--- src/rtl/register_mod_nbits_if.sv ---
// -----------------------------------------------------------------------------
// register_mod_nbits_if
//   Bundles the synchronous control, data and status signals of one
//   register_mod_nbits stage. Clock and Clear_n are not in the bundle; they
//   stay plain ports on the register.
//
//   Control (driven by master): Enable, Sclr, Load, Inc, Dec, D[WIDTH-1:0]
//   Status  (driven by slave) : Q[WIDTH-1:0], Q_n[WIDTH-1:0],
//                               Carry, Borrow, Load_err
//
//   master : the block that issues requests, for example a controller or an
//            upstream stage.
//   slave  : the register itself.
// -----------------------------------------------------------------------------
interface register_mod_nbits_if #(
  parameter int WIDTH = 13
);
  logic             Enable;
  logic             Sclr;
  logic             Load;
  logic             Inc;
  logic             Dec;
  logic [WIDTH-1:0] D;
  logic [WIDTH-1:0] Q;
  logic [WIDTH-1:0] Q_n;
  logic             Carry;
  logic             Borrow;
  logic             Load_err;

  modport master (
    output Enable, Sclr, Load, Inc, Dec, D,
    input  Q, Q_n, Carry, Borrow, Load_err
  );

  modport slave (
    input  Enable, Sclr, Load, Inc, Dec, D,
    output Q, Q_n, Carry, Borrow, Load_err
  );
endinterface

--- src/rtl/register_mod_nbits.sv ---
// -----------------------------------------------------------------------------
// register_mod_nbits
//   Register of WIDTH bits that counts modulo MODULUS. It supports a
//   synchronous clear, a range-checked parallel load, and increment or
//   decrement with wrap. Registered Carry and Borrow pulses let several
//   instances be chained into a cascade.
//
//   Parameters: WIDTH (1..16), MODULUS (2..2^WIDTH), RESET_VAL (< MODULUS)
//   Ports:
//     Clock    rising-edge clock
//     Clear_n  asynchronous active-low reset; forces Q to RESET_VAL and
//              clears all pulses
//     bus      register_mod_nbits_if.slave
//                Enable, Sclr, Load, Inc, Dec, D  -> requests
//                Q, Q_n, Carry, Borrow, Load_err  <- state and pulses
//
//   Request priority when Enable=1:
//     Sclr > Load > Inc only > Dec only > (Inc and Dec together = no-op)
// -----------------------------------------------------------------------------
module register_mod_nbits #(
  parameter int WIDTH     = 13,
  parameter int MODULUS   = 8192,
  parameter int RESET_VAL = 0
) (
  input logic                  Clock,
  input logic                  Clear_n,
  register_mod_nbits_if.slave  bus
);

  // Stop elaboration on an illegal configuration.
  if (WIDTH < 1 || WIDTH > 16) begin : g_bad_width
    $error("register_mod_nbits: WIDTH=%0d outside 1..16", WIDTH);
  end
  if (MODULUS < 2 || MODULUS > (1 << WIDTH)) begin : g_bad_modulus
    $error("register_mod_nbits: MODULUS=%0d outside 2..2^WIDTH", MODULUS);
  end
  if (RESET_VAL < 0 || RESET_VAL >= MODULUS) begin : g_bad_reset_val
    $error("register_mod_nbits: RESET_VAL=%0d not below MODULUS", RESET_VAL);
  end
  if ($bits(bus.D) != WIDTH) begin : g_bad_bus
    $error("register_mod_nbits: interface width differs from WIDTH");
  end

  // The limit is held in WIDTH+1 bits so that MODULUS = 2^WIDTH is still
  // representable and the range check on D cannot overflow.
  localparam logic [WIDTH:0]   LIMIT  = (WIDTH+1)'(MODULUS);
  localparam logic [WIDTH-1:0] LAST_Q = WIDTH'(MODULUS - 1);
  localparam logic [WIDTH-1:0] RST_Q  = WIDTH'(RESET_VAL);

  logic [WIDTH-1:0] q;
  logic [WIDTH-1:0] q_next;
  logic             carry;
  logic             carry_next;
  logic             borrow;
  logic             borrow_next;
  logic             load_err;
  logic             load_err_next;

  always_comb begin
    // NOTE: every output of this block gets a default first. Without these
    // defaults, a path that does not assign a signal would infer a latch.
    q_next        = q;
    carry_next    = 1'b0;
    borrow_next   = 1'b0;
    load_err_next = 1'b0;

    if (bus.Enable) begin
      if (bus.Sclr) begin
        q_next = RST_Q;
      end else if (bus.Load) begin
        if ({1'b0, bus.D} < LIMIT) begin
          q_next = bus.D;
        end else begin
          load_err_next = 1'b1;   // out-of-range data is rejected; Q holds
        end
      end else if (bus.Inc && !bus.Dec) begin
        if (q == LAST_Q) begin
          q_next     = '0;
          carry_next = 1'b1;
        end else begin
          q_next = q + WIDTH'(1);
        end
      end else if (bus.Dec && !bus.Inc) begin
        if (q == '0) begin
          q_next      = LAST_Q;
          borrow_next = 1'b1;
        end else begin
          q_next = q - WIDTH'(1);
        end
      end
      // Inc and Dec together, or no request at all: Q holds.
    end
  end

  // Release of Clear_n is not synchronised here. The integrator must supply
  // a clean deassertion.
  always_ff @(posedge Clock or negedge Clear_n) begin
    // NOTE: state is updated with non-blocking assignments, so every flop
    // samples values from before the edge. Blocking assignments here would
    // create order-dependent races between flops.
    if (!Clear_n) begin
      q        <= RST_Q;
      carry    <= 1'b0;
      borrow   <= 1'b0;
      load_err <= 1'b0;
    end else begin
      q        <= q_next;
      carry    <= carry_next;
      borrow   <= borrow_next;
      load_err <= load_err_next;
    end
  end

  assign bus.Q        = q;
  assign bus.Q_n      = ~q;   // combinational, so it tracks Q through reset
  assign bus.Carry    = carry;
  assign bus.Borrow   = borrow;
  assign bus.Load_err = load_err;

endmodule

--- src/flat_wrapper.sv ---
// flat-port wrapper written by rule: the top's interface ports become plain ports
module register_mod_nbits_flat 
#(
  parameter int WIDTH     = 13,
  parameter int MODULUS   = 8192,
  parameter int RESET_VAL = 0
)
  (Clock, Clear_n, bus_Enable, bus_Sclr, bus_Load, bus_Inc, bus_Dec, bus_D, bus_Q, bus_Q_n, bus_Carry, bus_Borrow, bus_Load_err);
  register_mod_nbits_if #(.WIDTH(WIDTH)) bus_i ();
  input logic Clock;
  input logic Clear_n;
  input wire logic [$bits(bus_i.Enable)-1:0] bus_Enable;
  input wire logic [$bits(bus_i.Sclr)-1:0] bus_Sclr;
  input wire logic [$bits(bus_i.Load)-1:0] bus_Load;
  input wire logic [$bits(bus_i.Inc)-1:0] bus_Inc;
  input wire logic [$bits(bus_i.Dec)-1:0] bus_Dec;
  input wire logic [$bits(bus_i.D)-1:0] bus_D;
  output wire logic [$bits(bus_i.Q)-1:0] bus_Q;
  output wire logic [$bits(bus_i.Q_n)-1:0] bus_Q_n;
  output wire logic [$bits(bus_i.Carry)-1:0] bus_Carry;
  output wire logic [$bits(bus_i.Borrow)-1:0] bus_Borrow;
  output wire logic [$bits(bus_i.Load_err)-1:0] bus_Load_err;
  assign bus_i.Enable = bus_Enable;
  assign bus_i.Sclr = bus_Sclr;
  assign bus_i.Load = bus_Load;
  assign bus_i.Inc = bus_Inc;
  assign bus_i.Dec = bus_Dec;
  assign bus_i.D = bus_D;
  assign bus_Q = bus_i.Q;
  assign bus_Q_n = bus_i.Q_n;
  assign bus_Carry = bus_i.Carry;
  assign bus_Borrow = bus_i.Borrow;
  assign bus_Load_err = bus_i.Load_err;
  register_mod_nbits #(.WIDTH(WIDTH), .MODULUS(MODULUS), .RESET_VAL(RESET_VAL)) u_core (.Clock(Clock), .Clear_n(Clear_n), .bus(bus_i));
endmodule
--- config.mk ---
export PLATFORM = sky130hd
export DESIGN_NAME = register_mod_nbits_flat
export DESIGN_NICKNAME = d
export VERILOG_FILES = /design/src/rtl/register_mod_nbits_if.sv /design/src/rtl/register_mod_nbits.sv /design/src/flat_wrapper.sv
export SDC_FILE = /design/constraint.sdc
export NUM_CORES = 1
export LEC_CHECK = 0
export CAP_MARGIN = 20
export CORE_MARGIN = 2
export CORE_UTILIZATION = 25
export DETAILED_ROUTE_END_ITERATION = 6
export GPL_ROUTABILITY_DRIVEN = 0
export PLACE_DENSITY_LB_ADDON = 0.2
export RECOVER_POWER = 50
export SLEW_MARGIN = 20
export SYNTH_ARGS = -nofsm -noshare
export SYNTH_HDL_FRONTEND = slang
export SYNTH_SLANG_ARGS = --single-unit
--- constraint.sdc ---
create_clock -name Clock -period 2.4 [get_ports Clock]
set_input_delay 0.24 -clock Clock [delete_from_list [all_inputs] [get_ports Clock]]
set_output_delay 0.24 -clock Clock [all_outputs]
set_load 0.02 [all_outputs]
==> impl_metrics.env <==
export IMPL_status="complete, no violations"
export IMPL_cp_arrival_ns=2.36
export IMPL_timing_final_ws_setup_ns=0.201
export IMPL_synth_commonest_cells="inv_1 (16), dfrtp_1 (15), nand2_1 (15)"
export IMPL_hp_class="input port to asynchronous set/reset pin"
export IMPL_routedWlPerCell_um=16.0
export IMPL_reg2regPathDepth=7
export IMPL_routed_wirelength_mm=4.67
export IMPL_antenna_found_initial=0
export IMPL_netlist_top_cells_area="dfrtp_1 (28%), inv_1 (4.4%), nand2_1 (4.1%)"
export IMPL_cts_buffer_depth=2
export IMPL_port_buffers=47
export IMPL_drive_above_1_share_pct=14.5
export IMPL_rsz0062_at_grt="false"
export IMPL_htree_levels=1
export IMPL_final_cell_area_mm2=0.00202
export IMPL_cts_tree="done"
export IMPL_crit_type="flop to flop"
export IMPL_final_nets=246
export IMPL_power_density_mw_per_mm2=531
export IMPL_area_growth_pct=48.2
export IMPL_slowest_delay_ns=0.52
export IMPL_preCtsSetupSlack_ns=-0.0396
export IMPL_required_ns=2.56
export IMPL_p_leak_nw=0.794
export IMPL_antenna_cells=0
export IMPL_core_area_mm2=0.00517
export IMPL_root_buffer="clkbuf_8"
export IMPL_gr_total_overflow=0
export IMPL_yosysSeqAreaShare_pct=27.6
export IMPL_finClkSkew_ns=0.00205
export IMPL_async_flop_share_pct=100
export IMPL_dr_total_vias=1523
export IMPL_grt_max_degree=16
export IMPL_hold_viol_final=0
export IMPL_drc=0
export IMPL_vias_per_cell=5.23
export IMPL_ant_nets=0
export IMPL_die_h_um=77.8
export IMPL_num_fill_cells=547
export IMPL_worstSkewPairLatency_ns=0.25
export IMPL_r2r_end="u_core.bus.Q[12]$_DFFE_PN0P_"
export IMPL_yosys_area_top_type_share_pct=27.6
export IMPL_vdd_drop_max_uv=186
export IMPL_grt_use_total_pct=15.8
export IMPL_syn_area_mm2=0.00136
export IMPL_initialDrtViolationCount=98
export IMPL_fin_crit_ns=2.20
export IMPL_ys_seq_elements=15
export IMPL_path_cells="inv_1 -> ha_1 -> or4b_4 -> nor3_4 -> a31oi_1 -> o31a_1 -> o32ai_2"
export IMPL_slew_viol_final=0
export IMPL_crit_slowest_cell="or4b_4"
export IMPL_netlist_instances=166
export IMPL_place_hpwl_mm=3.49
export IMPL_crit_family="simple AND/OR/NAND/NOR gates"
export IMPL_start_util_pct=26.3
export IMPL_yosysMostFrequentCell="inv_1"
export IMPL_syn_area_per_cell_um2=8.20
export IMPL_cts_resized_gates=0
export IMPL_multi_input_area_um2=873
export IMPL_placed_area_mm2=0.00197
export IMPL_cp_start_kind="flop"
export IMPL_r2r_start="u_core.bus.Q[1]$_DFFE_PN0P_"
export IMPL_max_cap_viol_count=0
export IMPL_post_cts_buffers=0
export IMPL_rrSetupSlack_ns=0.20
export IMPL_numCtsBuffers=3
export IMPL_grt_pass1_wl_mm=7.53
export IMPL_cts_sinks=15
export IMPL_synth_top_cell_by_area="dfrtp_1"
export IMPL_cts_hold_buffers=0
export IMPL_path_clk_slew_ns=0.07
export IMPL_dr_pass1_iters=4
export IMPL_rows=26
export IMPL_grt_pass1_vias=1462
export IMPL_synth_flop_cell="dfrtp_1"
export IMPL_finalSetupViolCount=0
export IMPL_ios=49
export IMPL_critPathBufInv=1
export IMPL_synth_distinct_cells=52
export IMPL_crit_fanout=7
export IMPL_max_freq_mhz=455
export IMPL_postSynthNetCount=190
export IMPL_synth_edff_count=0
export IMPL_register_area_um2=375
export IMPL_worst_slew_pin_transition_ns=0.762
export IMPL_cp_end_kind="flop"
export IMPL_timing_final_crit_share_pct=91.6
export IMPL_die_area_mm2=0.00605
export IMPL_slew_headroom_pct=49.0
export IMPL_dieWidth_um=77.8
export IMPL_yosysWarnings=0
==> metal layers <==
layer  wire, um  GRT usage, %  vias to the layer above
met3        193          3.02                        2
met2       2210          25.3                       43
met5          0             0                        -
li1           -             -                      730
met4         34          4.82                        0
met1       2220          21.3                      748
==> per-stage QoR <==
stage          hold slack [ns]  utilization, %  setup TNS (ns)  power, mW  instances
4_1_cts                  0.456            39.0               0       1.09        291
3_3_place_gp             0.617            38.1               0      0.868        287
6_report                 0.503            39.0               0       1.07        291
5_1_grt                  0.535            39.0               0       1.14        291
2_1_floorplan          -0.0556               -               0      0.630        166
3_5_place_dp             0.626            38.1         -0.0444      0.866        287
==> how the worst max path moves through the flow <==
stage	startpoint	to	cells past startpoint
global route	u_core.bus.Q[1]$_DFFE_PN0P_	u_core.bus.Q[12]$_DFFE_PN0P_	7
global placement	bus_Dec	u_core.bus.Q[12]$_DFFE_PN0P_	8
detailed placement	bus_Dec	u_core.bus.Q[12]$_DFFE_PN0P_	8
CTS	u_core.bus.Q[1]$_DFFE_PN0P_	u_core.bus.Q[12]$_DFFE_PN0P_	7
floorplan	u_core.bus.Q[0]$_DFFE_PN0P_	u_core.bus.Q[12]$_DFFE_PN0P_	7
finish	u_core.bus.Q[1]$_DFFE_PN0P_	u_core.bus.Q[12]$_DFFE_PN0P_	7
==> cells in the final DEF (no fill, tap or decap), types with 2 or more instances in the layout <==
cell,n
a31oi_1,5
a41oi_1,2
a221o_1,5
nor4_2,2
o21ai_0,7
a22oi_1,2
nand3_1,9
clkbuf_8,3
nor3_1,3
a32oi_1,2
a21oi_1,7
o211ai_1,3
buf_4,14
ha_1,4
xnor2_1,6
inv_1,16
nor2_1,10
o22ai_1,4
nand2_1,15
nor4_1,2
o31ai_1,2
dfrtp_1,15
a221oi_2,2
and4_1,2
clkdlybuf4s50_1,32
dlygate4sd3_1,15
nand4_1,3
or2_2,2
nand3b_1,2
==> report_power, final <==
group          internal [mW]  switching (mW)  leakage [nW]
combinational          0.239           0.275         0.572
sequential             0.279          0.0606         0.199
clock                  0.118          0.0993        0.0228
total                  0.636           0.434         0.794
==> final cells by class <==
| type | count | share of cell area, % |
|---|---|---|
| inverter | 16 | 2.98 |
| tap | 70 | 4.34 |
| sequential | 15 | 18.6 |
| timing repair buffer | 61 | 28.5 |
| clock buffer | 4 | 2.23 |
| multi-input combinational | 125 | 43.3 |
==> worst reg2reg max path, stage by stage (launching register included) <==
cell	delay (ns)
dfrtp_1	0.45
inv_1	0.12
ha_1	0.24
or4b_4	0.52
nor3_4	0.19
a31oi_1	0.14
o31a_1	0.27
o32ai_2	0.18
==> state kept, by name, indices dropped and copies added, names as in the netlist <==
register / flops
u_core.bus.Borrow: 1
u_core.bus.Carry: 1
u_core.bus.Q: 13
==> logic make-up (layout without fill, tap and decap cells) <==
group	count (synthesis)	count (layout)	synth area share, %
AND/OR/NAND/NOR	62	62	26.8
AO/OA/AOI/OAI	50	50	27.9
buffers and inverters	26	81	8.27
flip-flops	15	15	27.6
XOR/XNOR	6	6	3.86
adder cells (fa/ha/maj)	4	4	3.68
multiplexers	2	2	1.56
other	1	1	0.275
Note: power is estimated with default switching activity, not from simulation.
